### src/rtl/mips_pkg.sv
// Shared constants for the multicycle MIPS controller: opcodes, FSM state
// encoding, ALU op classes and the decoded control bundle.
package mips_pkg;

  localparam logic [5:0] OP_RTYPE = 6'b000000;
  localparam logic [5:0] OP_LW    = 6'b100011;
  localparam logic [5:0] OP_SW    = 6'b101011;
  localparam logic [5:0] OP_BEQ   = 6'b000100;
  localparam logic [5:0] OP_BNE   = 6'b000101;
  localparam logic [5:0] OP_ADDI  = 6'b001000;
  localparam logic [5:0] OP_ORI   = 6'b001101;
  localparam logic [5:0] OP_J     = 6'b000010;
  localparam logic [5:0] OP_LH    = 6'b100001;
  localparam logic [5:0] OP_LB    = 6'b100000;

  localparam logic [2:0] ALUOP_ADD   = 3'b000;
  localparam logic [2:0] ALUOP_SUB   = 3'b001;
  localparam logic [2:0] ALUOP_FUNCT = 3'b010;
  localparam logic [2:0] ALUOP_OR    = 3'b011;

  typedef enum logic [3:0] {
    FETCH   = 4'd0,
    DECODE  = 4'd1,
    MEMADR  = 4'd2,
    MEMRD   = 4'd3,
    MEMWB   = 4'd4,
    MEMWR   = 4'd5,
    RTYPEEX = 4'd6,
    ALUWB   = 4'd7,
    BRANCH  = 4'd8,
    IMMEX   = 4'd9,
    IMMWB   = 4'd10,
    JUMP    = 4'd11
  } mc_state_t;

  // Per-state control bundle; pcwrite/branch/ne stay internal and feed pcen.
  typedef struct packed {
    logic       iord;
    logic       memwrite;
    logic       irwrite;
    logic       regdst;
    logic       memtoreg;
    logic       regwrite;
    logic       alusrca;
    logic [1:0] alusrcb;
    logic       zeroext;
    logic [2:0] aluop;
    logic [1:0] pcsrc;
    logic       pcwrite;
    logic       branch;
    logic       ne;
    logic       half;
    logic       b;
  } mc_ctrl_t;

endpackage

### src/rtl/mc_out_decode.sv
// Moore output decode for the multicycle controller: (state, op_q) -> controls.
// ready gates the FETCH writes; it is tied high when memory is single-cycle.
module mc_out_decode
  import mips_pkg::*;
(
  input  mc_state_t  state,
  input  logic [5:0] op_q,
  input  logic       ready,
  output mc_ctrl_t   ctrl
);

  always_comb begin
    ctrl = '0;
    case (state)
      FETCH: begin
        ctrl.alusrcb = 2'b01;
        ctrl.irwrite = ready;
        ctrl.pcwrite = ready;
      end
      DECODE: ctrl.alusrcb = 2'b11;
      MEMADR: begin
        ctrl.alusrca = 1'b1;
        ctrl.alusrcb = 2'b10;
      end
      MEMRD: ctrl.iord = 1'b1;
      MEMWB: begin
        ctrl.memtoreg = 1'b1;
        ctrl.regwrite = 1'b1;
        ctrl.half     = (op_q == OP_LH) || (op_q == OP_LB);
        ctrl.b        = (op_q == OP_LB);
      end
      // Held for the whole wait so the write stays stable until memory accepts it.
      MEMWR: begin
        ctrl.iord     = 1'b1;
        ctrl.memwrite = 1'b1;
      end
      RTYPEEX: begin
        ctrl.alusrca = 1'b1;
        ctrl.aluop   = ALUOP_FUNCT;
      end
      ALUWB: begin
        ctrl.regdst   = 1'b1;
        ctrl.regwrite = 1'b1;
      end
      BRANCH: begin
        ctrl.alusrca = 1'b1;
        ctrl.aluop   = ALUOP_SUB;
        ctrl.pcsrc   = 2'b01;
        ctrl.branch  = 1'b1;
        ctrl.ne      = (op_q == OP_BNE);
      end
      IMMEX: begin
        ctrl.alusrca = 1'b1;
        ctrl.alusrcb = 2'b10;
        if (op_q == OP_ORI) begin
          ctrl.aluop   = ALUOP_OR;
          ctrl.zeroext = 1'b1;
        end
      end
      IMMWB: ctrl.regwrite = 1'b1;
      JUMP: begin
        ctrl.pcsrc   = 2'b10;
        ctrl.pcwrite = 1'b1;
      end
      default: ctrl = '0;
    endcase
  end

endmodule

### src/rtl/mc_control_fsm.sv
// Multicycle MIPS main controller: state/op_q registers and next-state logic.
// Optional memory handshake (mem_ready port, wait states) under MC_MEM_READY_EN.
module mc_control_fsm
  import mips_pkg::*;
(
  input  logic       clk,
  input  logic       reset,
  input  logic [5:0] op,
  input  logic       zero,
`ifdef MC_MEM_READY_EN
  input  logic       mem_ready,
`endif
  output logic       iord,
  output logic       memwrite,
  output logic       irwrite,
  output logic       regdst,
  output logic       memtoreg,
  output logic       regwrite,
  output logic       alusrca,
  output logic [1:0] alusrcb,
  output logic       zeroext,
  output logic [2:0] aluop,
  output logic [1:0] pcsrc,
  output logic       pcen,
  output logic       half,
  output logic       b,
  output logic       illegal_op
);

  // state   | meaning
  // FETCH   | read instruction at PC, PC <= PC+4
  // DECODE  | register read, branch target precompute, dispatch on op
  // MEMADR  | effective address A + signimm
  // MEMRD   | data read at ALUOut
  // MEMWB   | load data into rt (LH/LB qualify width)
  // MEMWR   | store B at ALUOut
  // RTYPEEX | A funct B
  // ALUWB   | ALUOut into rd
  // BRANCH  | compare A-B, conditional PC <= target
  // IMMEX   | A op imm (add or zero-extended or)
  // IMMWB   | ALUOut into rt
  // JUMP    | PC <= jump target

  mc_state_t  state, state_n;
  logic [5:0] op_q;
  logic       ready;
  logic       illegal_n;
  mc_ctrl_t   ctrl;

`ifdef MC_MEM_READY_EN
  assign ready = mem_ready;
`else
  assign ready = 1'b1;
`endif

  always_ff @(posedge clk) begin
    if (reset) begin
      state <= FETCH;
      op_q  <= '0;
    end else begin
      state <= state_n;
      if (state == DECODE) op_q <= op;
    end
  end

  always_comb begin
    state_n   = state;
    illegal_n = 1'b0;
    case (state)
      FETCH:   if (ready) state_n = DECODE;
      DECODE: begin
        case (op)
          OP_LW, OP_LH, OP_LB, OP_SW: state_n = MEMADR;
          OP_RTYPE:                   state_n = RTYPEEX;
          OP_BEQ, OP_BNE:             state_n = BRANCH;
          OP_ADDI, OP_ORI:            state_n = IMMEX;
          OP_J:                       state_n = JUMP;
          default: begin
            state_n   = FETCH;
            illegal_n = 1'b1;
          end
        endcase
      end
      MEMADR:  state_n = (op_q == OP_SW) ? MEMWR : MEMRD;
      MEMRD:   if (ready) state_n = MEMWB;
      MEMWB:   state_n = FETCH;
      MEMWR:   if (ready) state_n = FETCH;
      RTYPEEX: state_n = ALUWB;
      ALUWB:   state_n = FETCH;
      BRANCH:  state_n = FETCH;
      IMMEX:   state_n = IMMWB;
      IMMWB:   state_n = FETCH;
      JUMP:    state_n = FETCH;
      default: state_n = FETCH;
    endcase
  end

  mc_out_decode u_out_decode (
    .state (state),
    .op_q  (op_q),
    .ready (ready),
    .ctrl  (ctrl)
  );

  // Outputs are forced low while reset is held so nothing fires mid-reset.
  always_comb begin
    iord       = 1'b0;
    memwrite   = 1'b0;
    irwrite    = 1'b0;
    regdst     = 1'b0;
    memtoreg   = 1'b0;
    regwrite   = 1'b0;
    alusrca    = 1'b0;
    alusrcb    = 2'b00;
    zeroext    = 1'b0;
    aluop      = 3'b000;
    pcsrc      = 2'b00;
    pcen       = 1'b0;
    half       = 1'b0;
    b          = 1'b0;
    illegal_op = 1'b0;
    if (!reset) begin
      iord       = ctrl.iord;
      memwrite   = ctrl.memwrite;
      irwrite    = ctrl.irwrite;
      regdst     = ctrl.regdst;
      memtoreg   = ctrl.memtoreg;
      regwrite   = ctrl.regwrite;
      alusrca    = ctrl.alusrca;
      alusrcb    = ctrl.alusrcb;
      zeroext    = ctrl.zeroext;
      aluop      = ctrl.aluop;
      pcsrc      = ctrl.pcsrc;
      pcen       = ctrl.pcwrite | (ctrl.branch & (zero ^ ctrl.ne));
      half       = ctrl.half;
      b          = ctrl.b;
      illegal_op = illegal_n;
    end
  end

endmodule

### config.mk
export PLATFORM = sky130hd
export DESIGN_NAME = mc_control_fsm
export DESIGN_NICKNAME = d
export VERILOG_FILES = /design/src/rtl/mips_pkg.sv /design/src/rtl/mc_out_decode.sv /design/src/rtl/mc_control_fsm.sv
export SDC_FILE = /design/constraint.sdc
export NUM_CORES = 1
export LEC_CHECK = 0
export CAP_MARGIN = 5
export CORE_MARGIN = 8
export CORE_UTILIZATION = 40
export CTS_BUF_LIST = sky130_fd_sc_hd__clkbuf_16
export DETAILED_ROUTE_END_ITERATION = 16
export PLACE_DENSITY = 0.73
export SLEW_MARGIN = 20
export SYNTH_ARGS = -nofsm -noshare
export SYNTH_HDL_FRONTEND = slang
export SYNTH_SLANG_ARGS = --single-unit
### constraint.sdc
create_clock -name clk -period 1.9 [get_ports clk]
set_input_delay 0.285 -clock clk [delete_from_list [all_inputs] [get_ports clk]]
set_output_delay 0.285 -clock clk [all_outputs]
set_load 0.01 [all_outputs]
==> results of run 1 <==
==> per-stage QoR <==
| stage | instances | instance area, um2 |
|---|---|---|
| 2_1_floorplan | 104 | 774 |
| 3_5_place_dp | 182 | 1270 |
| 6_report | 187 | 1410 |
| 4_1_cts | 187 | 1360 |
| 3_3_place_gp | 182 | 1270 |
| 5_1_grt | 187 | 1410 |
==> sequential cells by signal, indices dropped and copies added (netlist names) <==
| signal | cells |
|---|---|
| state | 4 |
| op_q | 6 |
==> cell type report <==
class / count / area share (%)
multi-input cells: 86 / 43.5
clock buffers: 3 / 5.31
repair buffers: 59 / 33.7
inverters: 2 / 0.531
flip-flops and latches: 10 / 14.5
well taps: 27 / 2.39
==> how the worst min path moves through the flow <==
stage | startpoint | to | slack, ps | cells after the start
finish | op[4] | op_q[4] | 420 | 3
global route | op[4] | op_q[4] | 470 | 3
CTS | state[0] | state[0] | 470 | 1
detailed placement | state[0] | state[0] | 460 | 1
global placement | state[0] | state[0] | 440 | 1
floorplan | op[0] | op_q[0] | 430 | 2
==> cells in the mapped netlist, drive strengths merged, types with 2 or more instances <==
cell type   n
nor4        2
or2         2
or3b        2
mux2i       6
nand2b      9
inv         2
a21oi       2
nor3        5
dfxtp      10
nand2       7
nor3b       3
nor2b       2
and3        3
buf         3
o21ai       3
nor2       16
or4         2
nand3b      3
clkbuf      3
o21a        2
==> power by group through the flow <==
| stage | registers (W) | logic [W] | clock network, W |
|---|---|---|---|
| after floorplan | 0.000234 | 0.0000770 | 0 |
| after global placement | 0.000231 | 0.000176 | 0 |
| after detailed placement | 0.000232 | 0.000179 | 0 |
| after CTS | 0.000229 | 0.000178 | 0.000365 |
| after global routing | 0.000232 | 0.000200 | 0.000375 |
| final | 0.000230 | 0.000186 | 0.000361 |
==> critical path, stage by stage (launching register included) <==
cell	delay, ps
dfxtp_2	310
or3b_4	390
or4_4	420
a31oi_1	140
or2_1	110
buf_2	120
==> logic make-up after synthesis <==
| group | after synthesis | synth area share [%] |
|---|---|---|
| other | 1 | 0.484 |
| muxes | 6 | 7.75 |
| and+or+nand+nor | 63 | 47.2 |
| AOI/OAI and AO/OA | 14 | 12.0 |
| xor gates and xnor gates | 2 | 2.26 |
| buffers and inverters | 8 | 4.52 |
| DFF | 10 | 25.8 |
==> layer usage <==
metal	GRT usage [%]	up-vias	part of all wire (%)
li1	-	481	-
met1	15.7	465	45
met2	25.7	30	49
met3	2.80	2	4.9
met4	7.14	0	1.0
met5	0	-	0
==> repair_timing <==
action                                 CTS  global route
resized for setup                       47            20
pin swaps                                8             3
setup buffers                            2             0
endpoints found under the hold margin    0             0
setup endpoints to repair               18            12
==> results by group, run 1 <==
Global routing
  – Total track usage: 14.4%
  – GRT overflow: 0
  – First-pass GRT wire length: 3.93 mm
  – Largest net degree at the start of global routing: 15
  – Vias in the first global route: 902
  – Initial antenna violation count: 0

Worst hold path
  – Hold crit path type: in -> reg

Layout
  – Synth-to-layout area growth: 82.6%
  – Final core occ: 74.3%
  – Most frequent cells in the layout: buf_4 (32), nor2_1 (14), dlygate4sd2_1 (12), nand2b_1 (9), nand2_1 (7)
  – FF+latch area: 205 um2
  – Share of cells above drive strength 1: 39.4%
  – Inserted Diodes: 0
  – Area occupied by multi-input gates: 616 um2
  – Nets: 171
  – Fillcell total: 141
  – Commonest non-fill, non-tap cell in the layout: buf_4

Worst setup path
  – Worst R2R Start: state[1]
  – CP Launch Type: flop
  – Critical path destination: pcen
  – CP endpoint kind: output port
  – R2r setup slk: 540 ps
  – Crit. Startpoint: op_q[5]
  – Reg2Reg Depth: 6
  – RR Endpoint: op_q[1]
  – Critical path type: reg -> out
  – Worst Path Max Fanout: 2
  – Critical Path AT: 1720 ps
  – Worst Path Required: 1620 ps

Floorplanning
  – Rows: 16
  – Core region area: 1900 um2
  – Initial Util: 40.7%
  – Die area: 3600 um2
  – Die Ht: 60 um
  – Die extent in x: 60 um
  – I/O pins: 28

Clock tree
  – Later-pin clock latency in the skew report: 230 ps
  – Clock transition at path regs: 40 ps
  – Cts bufs inserted: 3
  – CTS Hold Bufs: 0
  – Root buffer cell: clkbuf_16
  – Clock Sink Count: 10
  – CTS tree: done
  – Max Root-Sink Buffers: 2
  – CTS H-Tree Depth: 1

STA
  – Fin. max-slew vios: 0
  – Maximum clock frequency: 499 MHz
  – Final setup skew: 1.66 ps
  – RSZ-0062 raised after global routing: true
  – Setup-failing EPs final: 1
  – Final TNS setup: -105 ps
  – Final Cycle Share: 106%
  – WHS: 417 ps
  – Min Tclk post-route: 2010 ps
  – Final hold vios: 0
  – Setup ws final: -105 ps

Yosys
  – Synth Register Bits: 10
  – Dominant cells by area after synthesis: dfxtp_1 (26%), mux2i_1 (7.8%), nor2_1 (7.8%)
  – Asr flop ratio synth: 0%
  – Post-synth EDFFs: 0
  – Area share of the largest cell type after synthesis: 25.8%
  – Syn Nets: 113
  – Syn Area/Cell: 7.45 um2
  – Post-synthesis sequential area ratio: 25.8%
  – Synth Cell Area: 774 um2
  – Syn. warnings: 0
  – Synth cell types: 42
  – Largest area contributor in the netlist: dfxtp_1
  – Synth Instances: 104
  – Top_reg_cell synth: dfxtp_1

Status
  – Status: complete, but fails checks
  – Failing checks: setup timing

Pwr
  – Leak: 0.729 nW
  – Net Sw Power: 0.000184 W
  – Worst vdd ir: 0.427 mV
  – Clock power frac: 46.5%
  – Tot Pwr: 0.000777 W
  – Power per Cell Area: 549 nW/um2
  – Flop pwr share: 29.6%
  – Net Sw Frac: 23.7%
  – Internal Power: 0.000592 W
  – Logic gate share of total power: 23.9%

Routing
  – Pre-antenna DRT Iters: 4
  – Drt drc: 0
  – Final WL: 2.59 mm
  – WL/cell: 13.8 um
  – DR vias/cell: 5.23
  – Violation count after the first detailed-route iteration: 26
  – Antenna-violating nets left: 0
  – Via Count: 978

Placement
  – Routability-driven placement congestion ratio: 0.799
  – IO Port Bufs: 26
  – HPWL after DPL: 1.86 mm
  – DP Worst Slack: -607 ps

Run
  – Max-Cap Viols: 0
No activity file was read; power rests on OpenSTA's default activity.
==> run 2: changes to the inputs <==
--- a/config.mk
+++ b/config.mk
@@ -7,10 +7,10 @@
 export LEC_CHECK = 0
 export CAP_MARGIN = 5
 export CORE_MARGIN = 8
-export CORE_UTILIZATION = 40
+export CORE_UTILIZATION = 42
 export CTS_BUF_LIST = sky130_fd_sc_hd__clkbuf_16
 export DETAILED_ROUTE_END_ITERATION = 16
-export PLACE_DENSITY = 0.73
+export PLACE_DENSITY = 0.76
 export SLEW_MARGIN = 20
 export SYNTH_ARGS = -nofsm -noshare
 export SYNTH_HDL_FRONTEND = slang
==> run 2 against run 1 <==
- the flow still finishes with violations (setup timing)
- clock skew fell by 1.0 ps
- non-clock buffer count shrank 1
- final cell count decreased by 1.1%
- fmax is 1.4% higher
- flip-flop and latch count is the same
- critical path depth is the same
- utilization up 6.4 points
- global-route usage increased by 1.0 points
- first-iteration DRC count rose by 23%
- critical endpoint unchanged
==> results by group, run 2 (synthesized netlist as in run 1, its figures left out) <==
Pwr
  – Leak: 0.705 nW
  – Worst vdd ir: 0.998 mV
  – Power per Cell Area: 561 nW/um2

Worst setup path
  – CP endpoint kind: output port
  – Worst Path Max Fanout: 2
  – Critical Path AT: 1690 ps
  – CP Launch Type: flop
  – Worst R2R Start: state[1]
  – Reg2Reg Depth: 5
  – Critical path type: reg -> out
  – RR Endpoint: op_q[1]
  – R2r setup slk: 360 ps
  – Worst Path Required: 1620 ps

Placement
  – Inst Count DP: 178
  – IO Port Bufs: 26
  – Routability-driven placement congestion ratio: 0.771
  – HPWL after DPL: 1.86 mm

Global routing
  – Initial antenna violation count: 0
  – GRT overflow: 0
  – Vias in the first global route: 953
  – First-pass GRT wire length: 4.32 mm
  – Total track usage: 15.5%
  – Largest net degree at the start of global routing: 15

Routing
  – Antenna-violating nets left: 0
  – WL/cell: 14.8 um
  – Via Count: 996
  – Violation count after the first detailed-route iteration: 32
  – DR vias/cell: 5.38
  – Pre-antenna DRT Iters: 4
  – Final WL: 2.73 mm
  – Drt drc: 0

STA
  – Final setup skew: 0.639 ps
  – Setup ws final: -77.2 ps
  – Maximum clock frequency: 506 MHz
  – Tightest Pin Transition: 616 ps
  – Final TNS setup: -77.2 ps
  – Final Cycle Share: 104%
  – Slew headroom: 58.7%
  – WHS: 405 ps
  – RSZ-0062 raised after global routing: true
  – Setup-failing EPs final: 1
  – Min Tclk post-route: 1980 ps
  – Final hold vios: 0
  – Fin. max-slew vios: 0

Worst hold path
  – Worst hold start: op[4]
  – Hold Path Sink: op_q[4]
  – Hold crit path type: in -> reg
  – Worst Hold Path Cells: 3

Layout
  – Inserted Diodes: 0
  – Nets: 170
  – Synth-to-layout area growth: 80.0%
  – Finished Layout Cells: 185
  – Fillcell total: 123
  – Final core occ: 80.7%
  – Largest register FFs: 6
  – Area occupied by multi-input gates: 609 um2
  – FF+latch area: 201 um2
  – Most frequent cells in the layout: buf_4 (30), nor2_1 (13), dlygate4sd2_1 (13), nand2b_1 (9), dfxtp_1 (9)
  – Share of cells above drive strength 1: 38.1%
  – Most flops, register: op_q
  – Commonest non-fill, non-tap cell in the layout: buf_4
  – Top flop regs: op_q: 6 flops, state: 4 flops

Clock tree
  – Cts bufs inserted: 3
  – Max Root-Sink Buffers: 2
  – Root buffer cell: clkbuf_16
  – Later-pin clock latency in the skew report: 230 ps
  – CTS tree: done
  – CTS Hold Bufs: 0
  – CTS H-Tree Depth: 1
  – Clock Sink Count: 10
  – Clock transition at path regs: 40 ps

Floorplanning
  – Rows: 15
  – Core region area: 1730 um2
  – Die extent in x: 58.9 um
  – I/O pins: 28
  – Die area: 3470 um2
  – Die Ht: 58.9 um
  – Initial Util: 44.9%

Status
  – Failing checks: setup timing
  – Status: complete, but fails checks

Run
  – Max-Cap Viols: 0
==> run 2: layer usage <==
metal / GRT usage (%) / wire length, um / up-vias
li1: - / - / 485
met4: 6.83 / 50 / 0
met2: 27.1 / 1380 / 31
met5: 0 / 0 / -
met1: 17.3 / 1180 / 474
met3: 3.48 / 120 / 6
==> run 2: report_power, final <==
part / leakage, nW / switching (W) / total, W / internal, W
sequential: 0.0824 / 0.00000584 / 0.000228 / 0.000223
clock: 0.0385 / 0.0000920 / 0.000367 / 0.000275
combinational: 0.585 / 0.0000914 / 0.000187 / 0.0000953
==> run 2: repair_timing <==
item / 4_1_cts / 5_1_grt
setup buffers: 1 / 2
cloned: 0 / 0
resized for setup: 45 / 21
setup endpoints to repair: 18 / 11
pin swaps: 8 / 3
==> run 2: layout make-up <==
type	instances	area share [%]
multi-input cells	86	43.7
repair buffers	58	33.4
flip-flops and latches	10	14.5
clock buffers	3	5.39
well taps	25	2.24
inverters	2	0.539
clock inverters	1	0.269
==> run 2: worst max path at each step <==
stage / from / to / slack (ps) / depth (start not counted)
finish: op_q[1] / pcen / -80 / 5
floorplan: state[3] / b / 50 / 4
detailed placement: reset / b / -560 / 6
global placement: reset / b / -520 / 6
CTS: op_q[1] / pcen / -70 / 5
global route: op_q[1] / pcen / -130 / 5
==> run 2: stage by stage <==
| step | total power (W) | area (um2) | setup slack, ps |
|---|---|---|---|
| finish | 0.000782 | 1390 | -77.2 |
| global route | 0.000820 | 1390 | -134 |
| CTS | 0.000770 | 1340 | -68.8 |
| detailed placement | 0.000407 | 1260 | -562 |
| global placement | 0.000402 | 1260 | -516 |
| floorplan | 0.000311 | 774 | 50.2 |
==> run 2: critical path, stage by stage (launching register included) <==
cell and delay, ps:
dfxtp_1 300, or3b_4 390, or4_1 400, a31oi_1 130, or2_1 130, buf_6 100
==> run 3: changes to the inputs <==
--- a/config.mk
+++ b/config.mk
@@ -11,7 +11,7 @@
 export CTS_BUF_LIST = sky130_fd_sc_hd__clkbuf_16
 export DETAILED_ROUTE_END_ITERATION = 16
 export PLACE_DENSITY = 0.76
-export SLEW_MARGIN = 20
+export SLEW_MARGIN = 5
 export SYNTH_ARGS = -nofsm -noshare
 export SYNTH_HDL_FRONTEND = slang
 export SYNTH_SLANG_ARGS = --single-unit
==> results of run 3 <==
Same layout as run 2: the final DEF is identical, and so are final timing and power.
